===== config.mk =====
export PLATFORM = sky130hd
export DESIGN_NAME = multicycle_controller
export DESIGN_NICKNAME = d
export VERILOG_FILES = /design/src/rtl/multicycle_controller.sv
export SDC_FILE = /design/constraint.sdc
export NUM_CORES = 1
export LEC_CHECK = 0
export CAP_MARGIN = 40
export CORE_UTILIZATION = 42
export DETAILED_ROUTE_END_ITERATION = 6
export PLACE_DENSITY = 0.87
export SETUP_SLACK_MARGIN = 0.15
export SLEW_MARGIN = 25
export SYNTH_ARGS = -nofsm -noshare
export SYNTH_HDL_FRONTEND = slang
export SYNTH_SLANG_ARGS = --single-unit

===== constraint.sdc =====
create_clock -name clk -period 2.4 [get_ports clk]
set_clock_uncertainty 0.05 [all_clocks]
set_input_delay 0.6 -clock clk [delete_from_list [all_inputs] [get_ports clk]]
set_output_delay 0.6 -clock clk [all_outputs]
set_load 0.1 [all_outputs]

===== src/rtl/multicycle_controller.sv =====
`default_nettype none
// ============================================================================
// Module      : multicycle_controller
// Description : Moore control FSM for a shared-memory multicycle RISC-V
//               datapath. Decodes the opcode held in the instruction register
//               and steps lw/sw/R/I/beq/jal through fetch, decode, execute,
//               memory and writeback, stalling on mem_ready.
// Ports       : clk, reset_n (async active-low)
//               opcode[6:0]  - instr[6:0] from the instruction register
//               zero         - ALU zero flag (branch decision)
//               mem_ready    - memory completed current access this cycle
//               pc_write, adr_src, mem_write, ir_write, reg_write - enables
//               result_src, alu_src_a, alu_src_b, alu_op, imm_src - selects
//               illegal      - one-cycle pulse on unrecognised opcode
//               state_dbg    - current state encoding (STATE_W bits)
// Revision    : 1.0 - initial release
// ============================================================================
module multicycle_controller #(
    parameter int ILLEGAL_HALT = 0,
    parameter int STATE_W      = 4
) (
    input  logic               clk,
    input  logic               reset_n,
    input  logic [6:0]         opcode,
    input  logic               zero,
    input  logic               mem_ready,
    output logic               pc_write,
    output logic               adr_src,
    output logic               mem_write,
    output logic               ir_write,
    output logic [1:0]         result_src,
    output logic [1:0]         alu_src_a,
    output logic [1:0]         alu_src_b,
    output logic [1:0]         alu_op,
    output logic [1:0]         imm_src,
    output logic               reg_write,
    output logic               illegal,
    output logic [STATE_W-1:0] state_dbg
);

    localparam logic [6:0] c_OP_LOAD  = 7'b0000011;
    localparam logic [6:0] c_OP_STORE = 7'b0100011;
    localparam logic [6:0] c_OP_RTYPE = 7'b0110011;
    localparam logic [6:0] c_OP_ITYPE = 7'b0010011;
    localparam logic [6:0] c_OP_BEQ   = 7'b1100011;
    localparam logic [6:0] c_OP_JAL   = 7'b1101111;

    typedef enum logic [3:0] {
        S_FETCH    = 4'd0,
        S_DECODE   = 4'd1,
        S_MEMADR   = 4'd2,
        S_MEMREAD  = 4'd3,
        S_MEMWB    = 4'd4,
        S_MEMWRITE = 4'd5,
        S_EXECUTER = 4'd6,
        S_EXECUTEI = 4'd7,
        S_ALUWB    = 4'd8,
        S_BEQ      = 4'd9,
        S_JAL      = 4'd10,
        S_HALT     = 4'd15
    } state_t;

    state_t      r_state;
    state_t      w_next_state;

    logic        w_pc_write;
    logic        w_mem_write;
    logic        w_ir_write;
    logic        w_reg_write;
    logic        w_illegal;

    // ------------------------------------------------------------------------
    // State register
    // ------------------------------------------------------------------------
    always_ff @(posedge clk or negedge reset_n) begin
        if (!reset_n) begin
            r_state <= S_FETCH;
        end else begin
            r_state <= w_next_state;
        end
    end

    // ------------------------------------------------------------------------
    // Next-state and Moore outputs (a few strobes also look at mem_ready/zero)
    // ------------------------------------------------------------------------
    always_comb begin
        w_next_state = S_FETCH;
        w_pc_write   = 1'b0;
        adr_src      = 1'b0;
        w_mem_write  = 1'b0;
        w_ir_write   = 1'b0;
        result_src   = 2'b00;
        alu_src_a    = 2'b00;
        alu_src_b    = 2'b00;
        alu_op       = 2'b00;
        w_reg_write  = 1'b0;
        w_illegal    = 1'b0;

        case (r_state)
            S_FETCH: begin
                // PC <= PC + 4 through the shared ALU, same cycle IR loads
                alu_src_b  = 2'b10;
                result_src = 2'b10;
                w_ir_write = mem_ready;
                w_pc_write = mem_ready;
                w_next_state = mem_ready ? S_DECODE : S_FETCH;
            end
            S_DECODE: begin
                // ALU precomputes oldPC + imm for a possible branch/jump
                alu_src_a = 2'b01;
                alu_src_b = 2'b01;
                case (opcode)
                    c_OP_LOAD, c_OP_STORE: w_next_state = S_MEMADR;
                    c_OP_RTYPE:            w_next_state = S_EXECUTER;
                    c_OP_ITYPE:            w_next_state = S_EXECUTEI;
                    c_OP_BEQ:              w_next_state = S_BEQ;
                    c_OP_JAL:              w_next_state = S_JAL;
                    default: begin
                        w_illegal    = 1'b1;
                        w_next_state = (ILLEGAL_HALT != 0) ? S_HALT : S_FETCH;
                    end
                endcase
            end
            S_MEMADR: begin
                alu_src_a = 2'b10;
                alu_src_b = 2'b01;
                if (opcode == c_OP_LOAD) begin
                    w_next_state = S_MEMREAD;
                end else if (opcode == c_OP_STORE) begin
                    w_next_state = S_MEMWRITE;
                end else begin
                    w_next_state = S_FETCH;
                end
            end
            S_MEMREAD: begin
                adr_src      = 1'b1;
                w_next_state = mem_ready ? S_MEMWB : S_MEMREAD;
            end
            S_MEMWB: begin
                result_src  = 2'b01;
                w_reg_write = 1'b1;
            end
            S_MEMWRITE: begin
                // Strobe stays up through the accepting cycle, drops after
                adr_src      = 1'b1;
                w_mem_write  = 1'b1;
                w_next_state = mem_ready ? S_FETCH : S_MEMWRITE;
            end
            S_EXECUTER: begin
                alu_src_a    = 2'b10;
                alu_op       = 2'b10;
                w_next_state = S_ALUWB;
            end
            S_EXECUTEI: begin
                alu_src_a    = 2'b10;
                alu_src_b    = 2'b01;
                alu_op       = 2'b10;
                w_next_state = S_ALUWB;
            end
            S_ALUWB: begin
                w_reg_write = 1'b1;
            end
            S_BEQ: begin
                // ALU out register holds the target computed in DECODE
                alu_src_a  = 2'b10;
                alu_op     = 2'b01;
                w_pc_write = zero;
            end
            S_JAL: begin
                // PC <= target from DECODE while ALU forms oldPC + 4 for rd
                alu_src_a    = 2'b01;
                alu_src_b    = 2'b10;
                w_pc_write   = 1'b1;
                w_next_state = S_ALUWB;
            end
            S_HALT: begin
                w_next_state = S_HALT;
            end
            default: begin
                w_next_state = S_FETCH;
            end
        endcase
    end

    // Immediate format follows the IR opcode in every state
    always_comb begin
        case (opcode)
            c_OP_STORE: imm_src = 2'b01;
            c_OP_BEQ:   imm_src = 2'b10;
            c_OP_JAL:   imm_src = 2'b11;
            default:    imm_src = 2'b00;
        endcase
    end

    // Strobes are qualified with reset_n so nothing fires while reset is held,
    // even though FETCH strobes would otherwise follow mem_ready.
    assign pc_write  = w_pc_write  & reset_n;
    assign ir_write  = w_ir_write  & reset_n;
    assign mem_write = w_mem_write & reset_n;
    assign reg_write = w_reg_write & reset_n;
    assign illegal   = w_illegal   & reset_n;

    assign state_dbg = STATE_W'(r_state);

endmodule
`default_nettype wire


==> summary.txt, run 1 <==
Floorplan
  • I/O pins: 31
  • Site Rows: 13
  • Die Wd: 40.4 um
  • Starting Density: 46.5%
  • Y dimension of the die: 40.4 um

Yosys
  • Synth Area in Simple Gates: 45.4%
  • Leading area contributor after synthesis: dfrtp_1
  • Multiplexer share of the synthesized area: 0%
  • Main combinational cell family by area after synthesis: simple AND/OR/NAND/NOR gates
  • Syn Nets: 96
  • Most frequent cell after synthesis: nor2_1
  • Cell variety after synth: 36
  • #FFs+latches synth: 4
  • Post-synthesis adder-cell area fraction: 0%
  • Cells after Synth: 85
  • Async SR Flop Fraction: 100%
  • Number of flops mapped to enable cells by yosys: 0
  • Post-synth top cells: 11 x nor2_1, 9 x nand2_1, 7 x a21oi_1
  • Top_reg_cell synth: dfrtp_1
  • Sequential element share of the synthesized area: 16.1%
  • Synthesized area per cell: 7.30 um2
  • Compound-Gate Fraction of Synth Area: 23.6%
  • Share of the synthesized area in the top cell type: 16.1%
  • Cell Area, Synth: 621 um2
  • Xor/xnor share of the synthesized area: 4.23%
  • Synth top area cells: dfrtp_1 16%, nor2_1 6.7%, a21oi_1 5.6%, nand2_1 5.4%, buf_6 5.4%
  • Yosys warns: 0

Run status
  • Outcome: did not finish
  • Last stage: detailed placement
  • First error: Error: detail_place.tcl, 38 bad optional access

Placed design
  • Placer Congestion: 0.887
  • Port bufs: 30
cell families after synthesis:
family,count (synthesis)
AO/OA/AOI/OAI,22
XOR/XNOR,3
buffers and inverters,10
flip-flops,4
AND/OR/NAND/NOR,46
through the flow:
stage                   hold slack [ns]  TNS, ns
after floorplan                   0.254   -0.504
after global placement            0.709   -0.506
==> inputs of run 2 (changes only) <==
--- a/config.mk
+++ b/config.mk
@@ -6,10 +6,10 @@
 export NUM_CORES = 1
 export LEC_CHECK = 0
 export CAP_MARGIN = 40
-export CORE_UTILIZATION = 42
+export CORE_AREA = 2 2 63 65
 export DETAILED_ROUTE_END_ITERATION = 6
-export PLACE_DENSITY = 0.87
-export SETUP_SLACK_MARGIN = 0.15
+export DIE_AREA = 0 0 65 67
+export PLACE_DENSITY_LB_ADDON = 0.15
 export SLEW_MARGIN = 25
 export SYNTH_ARGS = -nofsm -noshare
 export SYNTH_HDL_FRONTEND = slang
==> summary.txt, run 2 <==
Yosys
  • Cell Area, Synth: 621 um2 (unchanged)
  • Leading area contributor after synthesis: dfrtp_1
  • Top_reg_cell synth: dfrtp_1
  • Synthesized area per cell: 7.30 um2 (unchanged)
  • Yosys warns: 0 (unchanged)
  • Synth top area cells: dfrtp_1 16%, nor2_1 6.7%, a21oi_1 5.6%, nand2_1 5.4%, buf_6 5.4%
  • Number of flops mapped to enable cells by yosys: 0 (unchanged)
  • Cells after Synth: 85 (unchanged)
  • Sequential element share of the synthesized area: 16.1% (unchanged)
  • Syn Nets: 96 (unchanged)
  • Cell variety after synth: 36 (unchanged)
  • Async SR Flop Fraction: 100% (unchanged)
  • Share of the synthesized area in the top cell type: 16.1% (unchanged)
  • Post-synth top cells: 11 x nor2_1, 9 x nand2_1, 7 x a21oi_1
  • #FFs+latches synth: 4 (unchanged)
  • Most frequent cell after synthesis: nor2_1

Final layout
  • Area growth, synth to finish: 133%
  • Layout fillers: 375
  • Most common library cell in the layout ignoring fill and taps: buf_12
  • Layout cell share with drive strength beyond 1: 57.9%
  • Final core utilization: 40.1%
  • Final #Nets: 139
  • Max FFs per register: 4
  • Commonest cells after routing, fill and taps aside: 19 x buf_12, 14 x buf_4, 7 x nand2_1
  • Ant diodes: 0

Setup path
  • CP bufs+invs: 2
  • CP Data Required Time: 1.75 ns
  • Crit path kind: in -> out
  • Worst r2r src: state_dbg[2]$_DFF_PN0_
  • Reg2Reg Depth: 5
  • CP Cell Sequence: clkdlybuf4s50_1 -> nand2_2 -> a211oi_4 -> buf_12
  • Startpoint types: primary input
  • Largest stage delay on the critical path: 0.52 ns
  • R2R setup slack: 0.77 ns
  • Slowest stage cell on the critical path: clkdlybuf4s50_1
  • Worst r2r dst: state_dbg[2]$_DFF_PN0_
  • Critical Path AT: 1.69 ns
  • Critical Path Fanout Max: 3
  • CP Depth: 4
  • Crit. Startpoint: opcode[1]
  • Top Family by Delay on Critical Path: buffers and inverters
  • Crit path capture: imm_src[1]
  • Crit. End Element: output pin

CTS
  • Clk sinks: 4
  • Clock transition at path regs: 0.03 ns
  • TritonCTS clock tree: yes
  • H-tree depth: 1
  • Clock buffer depth: 2
  • CTS Root Cell: clkbuf_8
  • Clk Latency, worst-skew pair: 0.21 ns
  • Num CTS Buffers: 3

Floorplan
  • I/O pins: 31 (unchanged)
  • Die area: 4360 um2
  • Y dimension of the die: 67 um (+66%)
  • Site Rows: 22 (+9)
  • Starting Density: 17.2% (-29 points)
  • Core area: 3610 um2
  • Die Wd: 65 um (+61%)

STA
  • Max Fclk: 427 MHz
  • Unrepaired setup endpoints after global routing: false
  • Final setup TNS: 0 ns
  • Tmin final: 2.34 ns
  • Final period util: 97.5%
  • Final hold violation count: 0
  • Slew Limit Fails: 0
  • Setup violators final: 0
  • Rel. slew slack: 79.6%
  • Worst Max-Slew Pin Slew: 0.303 ns

Run
  • Max cap viols: 0

Drt
  • DR vias: 771
  • TritonRoute pass-1 iters: 4
  • Post-Route WL: 2170 um
  • Remaining antenna violation count: 0
  • Vias per cell: 4.43
  • DRC viols: 0
  • Initial DRC Count: 25
  • Avg WL per Cell: 12.4 um

Global route
  • Total track usage: 10.3%
  • Vias in the first global route: 733
  • Pin count of the biggest net entering global routing: 18
  • Grt total ovfl: 0
  • Initial antenna violation count: 0
  • Global-route wire length before repair: 3520 um

Worst hold path
  • Worst Hold Class: in -> async

Power
  • Leakage: 0.552 nW
  • Power, Total: 0.506 mW
  • PD cells: 350 nW/um2
  • Max IR drop VDD: 117 uV

Placed design
  • Port bufs: 30 (unchanged)
  • Placer Congestion: 0.760 (-14%)
  • HPWL after DPL: 1700 um

Run status
  • Outcome: finished, final reports clean
## run 2: cell counts after synthesis
No cell type changed its count.
## run 2: kinds of logic (layout without fill, tap and decap cells)
kind of cell	count (synthesis)	in the layout	share of synthesized area, %
xor gates and xnor gates	3	3	4.23
and+or+nand+nor	46	46	45.4
buffers and inverters	10	51	10.7
AOI/OAI and AO/OA	22	22	23.6
DFF	4	4	16.1
## run 2: routing by layer
metal  vias to the layer above  wire, um  GRT usage, %  share of wire (%)
met5                         -         0             0                  0
met4                         0         0          3.19                  0
met3                         0        92         0.845                4.2
met1                       357       980          14.5                 45
li1                        386         -             -                  -
met2                        28      1090          16.5                 50
## run 2: worst register-to-register path: cells and delay by family, from the launching register on
kind,cells,cell delay [ns]
flip-flops,1,0.59
AO/OA/AOI/OAI,2,0.22
AND/OR/NAND/NOR,2,0.53
buffers and inverters,1,0.16
## run 2: repair_timing
action | 4_1_cts | 5_1_grt
endpoints found under the setup margin | 5 | 2
hold buffers | 0 | 0
gates resized for setup | 15 | 5
pin swaps | 4 | 3
setup buffers | 1 | 1
## run 2: worst min-delay path by stage
stage          slack, ns  cells after the start                     end                   start
2_1_floorplan       0.25                      0  state_dbg[0]$_DFF_PN0_                 reset_n
3_3_place_gp        0.71                      2  state_dbg[2]$_DFF_PN0_  state_dbg[0]$_DFF_PN0_
3_5_place_dp        0.73                      2  state_dbg[2]$_DFF_PN0_  state_dbg[0]$_DFF_PN0_
4_1_cts             0.59                      2  state_dbg[1]$_DFF_PN0_                 reset_n
5_1_grt             0.61                      2  state_dbg[1]$_DFF_PN0_                 reset_n
6_report            0.58                      2  state_dbg[1]$_DFF_PN0_                 reset_n
## run 2: power by group
part           switching (mW)  leakage (nW)  internal [mW]
sequential             0.0115        0.0471         0.0716
combinational           0.171         0.484          0.113
clock                  0.0321        0.0216          0.107
## run 2: cell type report
cell class | instances | area [um2] | share of cell area, %
clock buffers | 3 | 41.3 | 2.86
inverters | 4 | 15.0 | 1.04
multi-input cells | 71 | 622 | 43.0
flip-flops and latches | 4 | 115 | 7.97
well taps | 48 | 60.1 | 4.16
repair buffers | 44 | 592 | 41.0
## run 2: metrics by stage
| step | hold slack, ns | setup slack [ns] | area [um2] | std cells |
|---|---|---|---|---|
| CTS | 0.586 | 0.0207 | 1430 | 173 |
| finish | 0.584 | 0.0599 | 1450 | 174 |
| floorplan | 0.254 | -0.192 | 768 | 85 |
| detailed placement | 0.730 | -0.218 | 1350 | 169 |
| global route | 0.614 | 0.00722 | 1450 | 174 |
| global placement | 0.705 | -0.170 | 1350 | 169 |
Power figures use the tool's default switching activity.
==> inputs of run 3 (changes only) <==
--- a/config.mk
+++ b/config.mk
@@ -10,7 +10,7 @@
 export DETAILED_ROUTE_END_ITERATION = 6
 export DIE_AREA = 0 0 65 67
 export PLACE_DENSITY_LB_ADDON = 0.15
-export SLEW_MARGIN = 25
+export SLEW_MARGIN = 5
 export SYNTH_ARGS = -nofsm -noshare
 export SYNTH_HDL_FRONTEND = slang
 export SYNTH_SLANG_ARGS = --single-unit
==> results of run 3 <==
The final DEF is identical to that of run 2; final timing and power are the same.
==> inputs of run 4 (changes only) <==
--- a/config.mk
+++ b/config.mk
@@ -6,10 +6,14 @@
 export NUM_CORES = 1
 export LEC_CHECK = 0
 export CAP_MARGIN = 40
+export CELL_PAD_IN_SITES_DETAIL_PLACEMENT = 1
+export CELL_PAD_IN_SITES_GLOBAL_PLACEMENT = 2
 export CORE_AREA = 2 2 63 65
 export DETAILED_ROUTE_END_ITERATION = 6
 export DIE_AREA = 0 0 65 67
+export GPL_TIMING_DRIVEN = 0
 export PLACE_DENSITY_LB_ADDON = 0.15
+export REMOVE_ABC_BUFFERS = 1
 export SLEW_MARGIN = 5
 export SYNTH_ARGS = -nofsm -noshare
 export SYNTH_HDL_FRONTEND = slang
==> summary.txt, run 4 (synthesis results as in run 2) <==
CTS
  • Clk Latency, worst-skew pair: 0.21 ns (about the same)
  • Num CTS Buffers: 3 (unchanged)
  • CTS Root Cell: clkbuf_8
  • H-tree depth: 1 (unchanged)
  • CTS hold repair buffers: 0 (unchanged)
  • Clock transition at path regs: 0.03 ns (about the same)
  • Clock buffer depth: 2 (unchanged)
  • TritonCTS clock tree: yes
  • Clk sinks: 4 (unchanged)

Setup path
  • Critical Path AT: 1.72 ns (+0.03 ns)
  • Worst r2r src: state_dbg[3]$_DFF_PN0_
  • Startpoint types: primary input
  • Crit path kind: in -> out
  • CP Data Required Time: 1.75 ns (about the same)
  • Crit. End Element: output pin
  • Worst r2r dst: state_dbg[1]$_DFF_PN0_
  • Reg2Reg Depth: 5 (unchanged)
  • Critical Path Fanout Max: 4 (+1)
  • R2R setup slack: 0.91 ns (+0.14 ns)

Final layout
  • Most common library cell in the layout ignoring fill and taps: buf_4
  • Commonest cells after routing, fill and taps aside: 17 x buf_4, 15 x buf_12, 8 x nand2_1, 8 x nor2_1, 7 x clkdlybuf4s50_1
  • Final core utilization: 38.4% (-1.7 points)
  • Max FFs per register: 4 (unchanged)
  • Layout fillers: 437 (+17%)
  • Layout cell share with drive strength beyond 1: 49.3% (-8.7 points)
  • Final #Nets: 147 (+5.8%)
  • Area growth, synth to finish: 123%
  • Fin cells: 182 (+4.6%)
  • Ant diodes: 0 (unchanged)
  • Fin area: 1380 um2 (-4.2%)

Global route
  • Total track usage: 12.9% (+2.7 points)
  • Global-route wire length before repair: 4290 um (+22%)
  • Vias in the first global route: 862 (+18%)
  • Initial antenna violation count: 0 (unchanged)
  • Pin count of the biggest net entering global routing: 10 (-8)
  • Grt total ovfl: 0 (unchanged)

STA
  • Setup violators final: 0 (unchanged)
  • Slew Limit Fails: 0 (unchanged)
  • Worst Max-Slew Pin Slew: 0.425 ns (+0.122 ns)
  • Final setup TNS: 0 ns (unchanged)
  • Final hold violation count: 0 (unchanged)
  • Max Fclk: 423 MHz (-1.1%)
  • WHS: 0.178 ns (-0.406 ns)
  • Rel. slew slack: 71.4% (-8.2 points)
  • Post-route setup slack: 0.0336 ns (-0.0263 ns)
  • Final period util: 98.6% (+1.1 points)
  • Tmin final: 2.37 ns (+0.0263 ns)

Drt
  • Remaining antenna violation count: 0 (unchanged)
  • DRC viols: 0 (unchanged)
  • Avg WL per Cell: 14.0 um (+13%)
  • Vias per cell: 4.40 (-0.68%)
  • Post-Route WL: 2560 um (+18%)
  • TritonRoute pass-1 iters: 2 (-2)
  • DR vias: 801 (+3.9%)
  • Initial DRC Count: 13 (-48%)

Floorplan
  • I/O pins: 31 (unchanged)
  • Die area: 4360 um2 (unchanged)
  • Starting Density: 17.2% (unchanged)
  • Site Rows: 22 (unchanged)
  • Die Wd: 65 um (unchanged)
  • Core area: 3610 um2 (unchanged)
  • Y dimension of the die: 67 um (unchanged)

Placed design
  • Cell Area, Placed: 1230 um2 (-8.6%)
  • Port bufs: 30 (unchanged)
  • Pre-CTS setup slack: -0.731 ns (-0.513 ns)
  • Placer Congestion: 0.697 (-8.3%)
  • Inst Count DP: 177 (+4.7%)
  • HPWL after DPL: 1810 um (+6.8%)

Run status
  • Outcome: finished, final reports clean

Worst hold path
  • Worst Hold Class: in -> async

Power
  • Leakage: 0.580 nW (+5.1%)
  • Max IR drop VDD: 94.9 uV (-19%)
  • Power, Total: 0.484 mW (-4.2%)
  • PD cells: 350 nW/um2 (about the same)

Run
  • Max cap viols: 0 (unchanged)
run 4: final cells by class:
type / count / area [um2] / share of cell area (%)
Clock buffer: 3 / 41.3 / 2.98
Inverter: 4 / 15.0 / 1.08
Multi-Input combinational cell: 71 / 519 / 37.5
Sequential cell: 4 / 110 / 7.96
Tap cell: 48 / 60.1 / 4.34
Timing Repair Buffer: 52 / 638 / 46.1
run 4: how the worst max path moves through the flow:
stage                                 from            to  slack [ns]  depth (start not counted)
global route                     opcode[2]    imm_src[0]       -0.01                          6
finish                           opcode[2]    imm_src[0]        0.03                          6
CTS                              opcode[2]    imm_src[0]      -0.007                          6
global placement                 opcode[6]    imm_src[0]       -1.15                          6
detailed placement               opcode[6]    imm_src[0]       -0.73                          7
floorplan           state_dbg[3]$_DFF_PN0_  alu_src_a[1]       -1.66                          3
run 4: layer usage:
| metal | wire length [um] | vias to the layer above | share of wire (%) | GRT usage [%] |
|---|---|---|---|---|
| met5 | 0 | - | 0 | 0 |
| li1 | - | 396 | - | - |
| met4 | 0 | 0 | 0 | 2.39 |
| met3 | 75 | 0 | 2.9 | 1.69 |
| met1 | 1120 | 383 | 44 | 15.7 |
| met2 | 1370 | 22 | 53 | 24.2 |
run 4: repair_timing:
action                                 CTS  global route
pin swaps                                1             4
setup endpoints to repair               20             5
endpoints found under the hold margin    0             0
setup buffers                           16             1
resized for setup                       42             8
run 4: report_power, final:
part	switching (mW)	leakage, nW	total (mW)	internal, mW
Clock	0.0323	0.0216	0.139	0.107
Combinational	0.169	0.511	0.270	0.101
Sequential	0.00502	0.0475	0.0758	0.0708
Total	0.206	0.580	0.484	0.278
run 4: worst max-delay path, cell delays in order:
cell and delay, ns:
dlygate4sd2_1 0.24, or2_4 0.26, o22ai_2 0.16, nand3_2 0.09, nor2_2 0.17, buf_12 0.19
